<file path="src/rtl/jtframe_objscan_if.sv">
// rtl/jtframe_objscan_if.sv - object RAM and draw-command bus of the sprite-table scanner
interface jtframe_objscan_if #(
    parameter int OBJW = 7,
    parameter int CW   = 12,
    parameter int PW   = 8
);
    logic [OBJW+1:0] ram_addr;
    logic [15:0]     ram_dout;
    logic            draw;
    logic            busy;
    logic [CW-1:0]   code;
    logic [8:0]      xpos;
    logic [3:0]      ysub;
    logic            hflip;
    logic            vflip;
    logic [PW-5:0]   pal;
    logic            done;

    modport master (
        output ram_addr, draw, code, xpos, ysub, hflip, vflip, pal, done,
        input  ram_dout, busy
    );

    modport slave (
        input  ram_addr, draw, code, xpos, ysub, hflip, vflip, pal, done,
        output ram_dout, busy
    );
endinterface

</file>
<file path="src/rtl/jtframe_objscan.sv">
// rtl/jtframe_objscan.sv - per-line sprite table scanner issuing draw commands
module jtframe_objscan #(
    parameter int OBJW   = 7,
    parameter int CW     = 12,
    parameter int PW     = 8,
    parameter int MAXOBJ = 32
) (
    input  logic                clk,
    input  logic                rst,
    input  logic                hs,
    input  logic [8:0]          vrender,
    jtframe_objscan_if.master   bus
);
    localparam int CNTW = $clog2(MAXOBJ + 1);

    typedef enum logic [3:0] {
        IDLE, START, YCHK, RD1, RD2, RD3, WAIT, ISSUE, HOLD
    } state_t;

    state_t          st, st_nxt;
    logic            hs_l, hs_pend, hs_edge, restart;
    logic [8:0]      vrender_l, ydiff;
    logic            visible, last, fin;
    logic [OBJW-1:0] obj, obj_inc;
    logic [CNTW-1:0] cnt;
    logic [8:0]      xpos_s;
    logic [CW-1:0]   code_s;
    logic [3:0]      ysub_s;
    logic            dout_unused;

    // Not every RAM data bit is meaningful in every word
    assign dout_unused = ^bus.ram_dout;

    // A new line request is held pending until it can restart the scan without cutting a draw pulse
    assign hs_edge = hs & ~hs_l;
    assign restart = (hs_edge | hs_pend) & ~bus.draw;
    assign ydiff   = vrender_l - bus.ram_dout[8:0];
    assign visible = ydiff[8:4] == 5'd0;
    assign last    = &obj;
    assign obj_inc = obj + 1'b1;

    // State register
    always_ff @(posedge clk) begin
        if (rst) st <= IDLE;
        else     st <= st_nxt;
    end

    // Next-state logic; w0 data is only consumed in YCHK, one settle cycle after its address
    always_comb begin
        st_nxt = st;
        case (st)
            IDLE:  st_nxt = IDLE;
            START: st_nxt = YCHK;
            YCHK:  st_nxt = visible ? RD1 : (last ? IDLE : HOLD);
            RD1:   st_nxt = RD2;
            RD2:   st_nxt = RD3;
            RD3:   st_nxt = bus.busy ? WAIT : ISSUE;
            WAIT:  st_nxt = bus.busy ? WAIT : ISSUE;
            ISSUE: st_nxt = HOLD;
            HOLD:  st_nxt = fin ? IDLE : YCHK;
            default: st_nxt = IDLE;
        endcase
        if (restart) st_nxt = START;
    end

    // hs edge detection and pending-request flag
    always_ff @(posedge clk) begin
        if (rst) begin
            hs_l    <= 1'b0;
            hs_pend <= 1'b0;
        end else begin
            hs_l    <= hs;
            hs_pend <= (hs_pend | hs_edge) & (st_nxt != START);
        end
    end

    // Datapath: RAM addressing, staging and command outputs (outputs move only when leaving ISSUE)
    always_ff @(posedge clk) begin
        if (rst) begin
            obj          <= '0;
            cnt          <= '0;
            fin          <= 1'b0;
            vrender_l    <= 9'd0;
            xpos_s       <= 9'd0;
            code_s       <= '0;
            ysub_s       <= 4'd0;
            bus.ram_addr <= '0;
            bus.draw     <= 1'b0;
            bus.done     <= 1'b1;
            bus.code     <= '0;
            bus.xpos     <= 9'd0;
            bus.ysub     <= 4'd0;
            bus.hflip    <= 1'b0;
            bus.vflip    <= 1'b0;
            bus.pal      <= '0;
        end else begin
            bus.draw <= 1'b0;
            if (st_nxt == START) begin
                obj          <= '0;
                bus.ram_addr <= '0;
            end else begin
                case (st)
                    START: begin
                        vrender_l <= vrender;
                        cnt       <= '0;
                        fin       <= 1'b0;
                        bus.done  <= 1'b0;
                    end
                    YCHK: begin
                        ysub_s <= ydiff[3:0];
                        if (visible) begin
                            bus.ram_addr <= {obj, 2'd1};
                        end else begin
                            obj          <= obj_inc;
                            bus.ram_addr <= {obj_inc, 2'd0};
                        end
                    end
                    RD1: bus.ram_addr <= {obj, 2'd2};
                    RD2: begin
                        xpos_s       <= bus.ram_dout[8:0];
                        bus.ram_addr <= {obj, 2'd3};
                    end
                    RD3: code_s <= bus.ram_dout[CW-1:0];
                    ISSUE: begin
                        bus.draw     <= 1'b1;
                        bus.code     <= code_s;
                        bus.xpos     <= xpos_s;
                        bus.ysub     <= ysub_s;
                        bus.hflip    <= bus.ram_dout[15];
                        bus.vflip    <= bus.ram_dout[14];
                        bus.pal      <= bus.ram_dout[PW-5:0];
                        cnt          <= cnt + 1'b1;
                        fin          <= last | (cnt == CNTW'(MAXOBJ - 1));
                        obj          <= obj_inc;
                        bus.ram_addr <= {obj_inc, 2'd0};
                    end
                    default: ;
                endcase
            end
            if (st != IDLE && st_nxt == IDLE) bus.done <= 1'b1;
        end
    end
endmodule

</file>
<file path="src/flat_wrapper.sv">
// flat-port wrapper written by rule: the top's interface ports become plain ports
module jtframe_objscan_flat 
#(
    parameter int OBJW   = 7,
    parameter int CW     = 12,
    parameter int PW     = 8,
    parameter int MAXOBJ = 32
)
  (clk, rst, hs, vrender, bus_ram_addr, bus_draw, bus_code, bus_xpos, bus_ysub, bus_hflip, bus_vflip, bus_pal, bus_done, bus_ram_dout, bus_busy);
  jtframe_objscan_if #(.OBJW(OBJW), .CW(CW), .PW(PW)) bus_i ();
  input  logic clk;
  input  logic rst;
  input  logic hs;
  input  logic [8:0] vrender;
  output wire logic [$bits(bus_i.ram_addr)-1:0] bus_ram_addr;
  output wire logic [$bits(bus_i.draw)-1:0] bus_draw;
  output wire logic [$bits(bus_i.code)-1:0] bus_code;
  output wire logic [$bits(bus_i.xpos)-1:0] bus_xpos;
  output wire logic [$bits(bus_i.ysub)-1:0] bus_ysub;
  output wire logic [$bits(bus_i.hflip)-1:0] bus_hflip;
  output wire logic [$bits(bus_i.vflip)-1:0] bus_vflip;
  output wire logic [$bits(bus_i.pal)-1:0] bus_pal;
  output wire logic [$bits(bus_i.done)-1:0] bus_done;
  input wire logic [$bits(bus_i.ram_dout)-1:0] bus_ram_dout;
  input wire logic [$bits(bus_i.busy)-1:0] bus_busy;
  assign bus_ram_addr = bus_i.ram_addr;
  assign bus_draw = bus_i.draw;
  assign bus_code = bus_i.code;
  assign bus_xpos = bus_i.xpos;
  assign bus_ysub = bus_i.ysub;
  assign bus_hflip = bus_i.hflip;
  assign bus_vflip = bus_i.vflip;
  assign bus_pal = bus_i.pal;
  assign bus_done = bus_i.done;
  assign bus_i.ram_dout = bus_ram_dout;
  assign bus_i.busy = bus_busy;
  jtframe_objscan #(.OBJW(OBJW), .CW(CW), .PW(PW), .MAXOBJ(MAXOBJ)) u_core (.clk(clk), .rst(rst), .hs(hs), .vrender(vrender), .bus(bus_i));
endmodule
</file>
<file path="config.mk">
export PLATFORM = sky130hd
export DESIGN_NAME = jtframe_objscan_flat
export DESIGN_NICKNAME = d
export VERILOG_FILES = /design/src/rtl/jtframe_objscan_if.sv /design/src/rtl/jtframe_objscan.sv /design/src/flat_wrapper.sv
export SDC_FILE = /design/constraint.sdc
export NUM_CORES = 1
export LEC_CHECK = 0
export CAP_MARGIN = 20
export CORE_ASPECT_RATIO = 0.75
export CORE_MARGIN = 2
export CORE_UTILIZATION = 30
export DETAILED_ROUTE_END_ITERATION = 7
export SYNTH_ARGS = -nofsm -noshare
export SYNTH_HDL_FRONTEND = slang
export SYNTH_SLANG_ARGS = --single-unit
</file>
<file path="constraint.sdc">
create_clock -name clk -period 2.4 [get_ports clk]
set_input_delay 0.24 -clock clk [delete_from_list [all_inputs] [get_ports clk]]
set_output_delay 0.24 -clock clk [all_outputs]
set_load 0.02 [all_outputs]
</file>
==> metrics.csv <==
stage,metric,value,unit
yosys,synthTopCellsByArea,"dfxtp_1, a21oi_1, nand2_1",
worst_setup_path,end_kind,flop,
worst_setup_path,rr_startpoint,u_core.vrender_l[0],
routing,routed_via_density,4.93,
sta,tightest_slew,0.810,ns
yosys,synth_top_cell_area_share,44.8,%
yosys,avgSynthCellArea,8.36,µm²
global_route,grt_pass1_vias,3662,
worst_hold_path,min_to,u_core.hs_l,
run_status,violations,setup timing,
sta,rsz0062_at_grt,true,
yosys,synth_fp_nets,553,
routing,firstDrtPassIters,4,
yosys,ys.flop_type,dfxtp_1,
yosys,yosys.cell_types.count,55,
placement,dp.cells,763,
worst_setup_path,cp_max_fo,22,
routing,drc,0,
yosys,yosysTopAreaCell,dfxtp_1,
cts,clk_pin_slew_worst_paths,0.07,ns
final_layout,layoutNonFillerInstCount,778,
sta,setup-violations-final,9,
sta,period_share,102,%
pwr,ir_drop,0.532,mV
die,dieArea,0.0153,mm²
worst_setup_path,crit_type,in2reg,
placement,portBuffers,68,
routing,wl,10.9,mm
global_route,grt_overflow_total,0,
die,pin_count,71,
die,std_cell_rows,37,
global_route,grt_max_degree,79,
yosys,synth_seq_cells,96,
final_layout,fin_area,0.00577,mm²
final_layout,syn2layout_area_growth,34.5,%
sta,slew_violations,0,
cts,cts_setup_buffers,0,
yosys,synth-edff-count,0,
cts,htree_levels,3,
global_route,antenna_found_initial,0,
final_layout,drive_gt1_share,16.1,%
placement,dp_slack,-0.574,ns
cts,postCtsHoldBufs,0,
yosys,syn_area,0.00429,mm²
die,design.core.area,0.0138,mm²
final_layout,diodes,0,
worst_setup_path,rrSetupSlack,-0.05,ns
yosys,yosysSeqAreaShare,44.8,%
sta,fin_crit,2.46,ns
routing,drt_iter0_drc,197,
sta,fin_skew,0.00878,ns
final_layout,num-nets-final,638,
worst_hold_path,holdPathStages,2,
pwr,powerDensity,594,mW/mm²
routing,wire_per_inst,14.1,µm
global_route,grt_use_total,15.0,%
yosys,async_flop_share,0,%
worst_setup_path,cp-start-kind,primary input,
worst_setup_path,rr_endpoint,u_core.obj[4],
cts,cts_root_buffer,clkbuf_16,
yosys,yosysWarnings,0,
placement,place.gp.congestion,0.870,
cts,clock-sinks,96,
sta,fmaxAchievable,407,MHz
cts,cts_buffers,9,
routing,ant_nets,0,
worst_setup_path,critPathRequiredTime,2.69,ns
worst_setup_path,worstRegToRegCells,11,
final_layout,final_util,41.7,%
routing,via_count,3838,
worst_setup_path,cp_data_arrival_time,2.75,ns
cts,clkLatencyLatePin,0.35,ns
sta,worst_slack,-0.0589,ns
die,die_x,142,µm
cts,clock_path_buffers,2,
cts,cts_tree,built,
sta,timing.slew.headroom,46.0,%
pwr,power,3.43,mW
yosys,netlist_top_cells_count,"dfxtp_1, nand2_1, nor2_1, a21oi_1, clkbuf_1",
die,fp.dieH,108,µm
pwr,p_leak,2.05,nW
job,max-cap-violations,0,
global_route,grt_pass1_wl,18.2,mm
run_status,status,"finished, violations left",
worst_hold_path,hp-class,in2reg,
worst_hold_path,min_from,rst,
die,start_util,31.0,%
yosys,yosysMostFrequentCell,dfxtp_1,
yosys,synthCells,513,
placement,dpl-instance-area,0.00539,mm²
sta,hold_violations,0,
placement,dp_hpwl,7.90,mm
## per-stage QoR
| step | setup TNS [ns] | hold WS (ns) |
|---|---|---|
| after floorplan | -0.0655 | 0.368 |
| after global placement | -8.14 | 0.440 |
| after detailed placement | -8.85 | 0.447 |
| after CTS | -0.441 | 0.0967 |
| after global routing | -1.79 | 0.123 |
| final | -0.307 | 0.109 |
## critical path, cell delays in order
cell and delay [ns]:
clkdlybuf4s50_1 0.50, inv_1 0.08, ha_2 0.21, or4b_4 0.51
a21oi_2 0.17, a211oi_2 0.06, nand3_2 0.11, nor4b_4 0.06
buf_12 0.16, or4_4 0.51, a21oi_2 0.13
## registers in the layout (all words and copies together) (netlist names), 6 cells and up
register             count
u_core.obj               7
u_core.bus.xpos          9
u_core.cnt               6
u_core.vrender_l         9
u_core.bus.ram_addr      9
u_core.xpos_s            9
u_core.code_s           12
u_core.bus.code         12
## metal layers
layer	global-route usage (%)	part of all wire [%]	up-vias	routed length [µm]
met3	3.38	3.9	15	426
met1	20.3	49	1815	5370
met2	23.4	45	63	4970
met5	0	0	-	0
li1	-	-	1945	-
met4	5.14	1.6	0	179
## layout make-up
| cell class | count | area (µm²) |
|---|---|---|
| Clock buffer | 10 | 229 |
| Clock inverter | 6 | 76.3 |
| Fill cell | 1361 | 8070 |
| Inverter | 15 | 56.3 |
| Multi-Input combinational cell | 369 | 2270 |
| Sequential cell | 96 | 1920 |
| Tap cell | 175 | 219 |
| Timing Repair Buffer | 107 | 998 |
## repair_timing
action                                 in CTS  in global routing
setup endpoints to repair                  17                 15
pin swaps                                   9                  1
gates resized for setup                    24                  2
endpoints found under the hold margin       0                  0
## worst max path at each step
stage | cells past startpoint | endpoint | slack, ns | from
floorplan | 12 | u_core.bus.ram_addr[8] | -0.06 | u_core.vrender_l[0]
global placement | 11 | u_core.bus.ram_addr[6] | -0.54 | bus_ram_dout[0]
detailed placement | 11 | u_core.bus.ram_addr[6] | -0.57 | bus_ram_dout[0]
CTS | 11 | u_core.bus.ram_addr[2] | -0.07 | u_core.vrender_l[0]
global route | 11 | u_core.bus.ram_addr[7] | -0.17 | u_core.vrender_l[0]
finish | 11 | u_core.obj[4] | -0.06 | bus_ram_dout[5]
## cells in the final DEF, fill, tap and decap left out, types with 5 or more instances in the layout
cell	synthesis	routed
dfxtp_1	96	95
ha_1	10	5
mux2i_1	25	25
a21oi_1	61	58
nand2b_1	14	13
o21a_1	5	5
a21oi_2	5	7
o21ai_0	9	8
inv_1	15	11
nand3_1	9	9
clkdlybuf4s50_1	0	62
or2_2	5	5
nor2_1	67	66
buf_4	0	36
nor3_1	10	7
clkbuf_16	0	9
or4_1	8	6
nand2_1	77	77
## cell families (layout without fill, tap and decap cells)
| kind of cell | Yosys count | after routing | synth area share [%] |
|---|---|---|---|
| simple gates | 210 | 210 | 22.8 |
| fa+ha+maj | 12 | 12 | 3.62 |
| mux | 25 | 25 | 5.84 |
| buf+inv | 48 | 138 | 4.87 |
| compound gates | 118 | 118 | 17.2 |
| xor+xnor | 4 | 4 | 0.817 |
| flops | 96 | 96 | 44.8 |
## power by group
group          switching [mW]  total [mW]  internal [mW]
registers              0.0140        1.62           1.61
clock network           0.643        1.47          0.826
logic                   0.174       0.333          0.159
total                   0.832        3.43           2.59
Note: power is estimated with default switching activity, not from simulation.
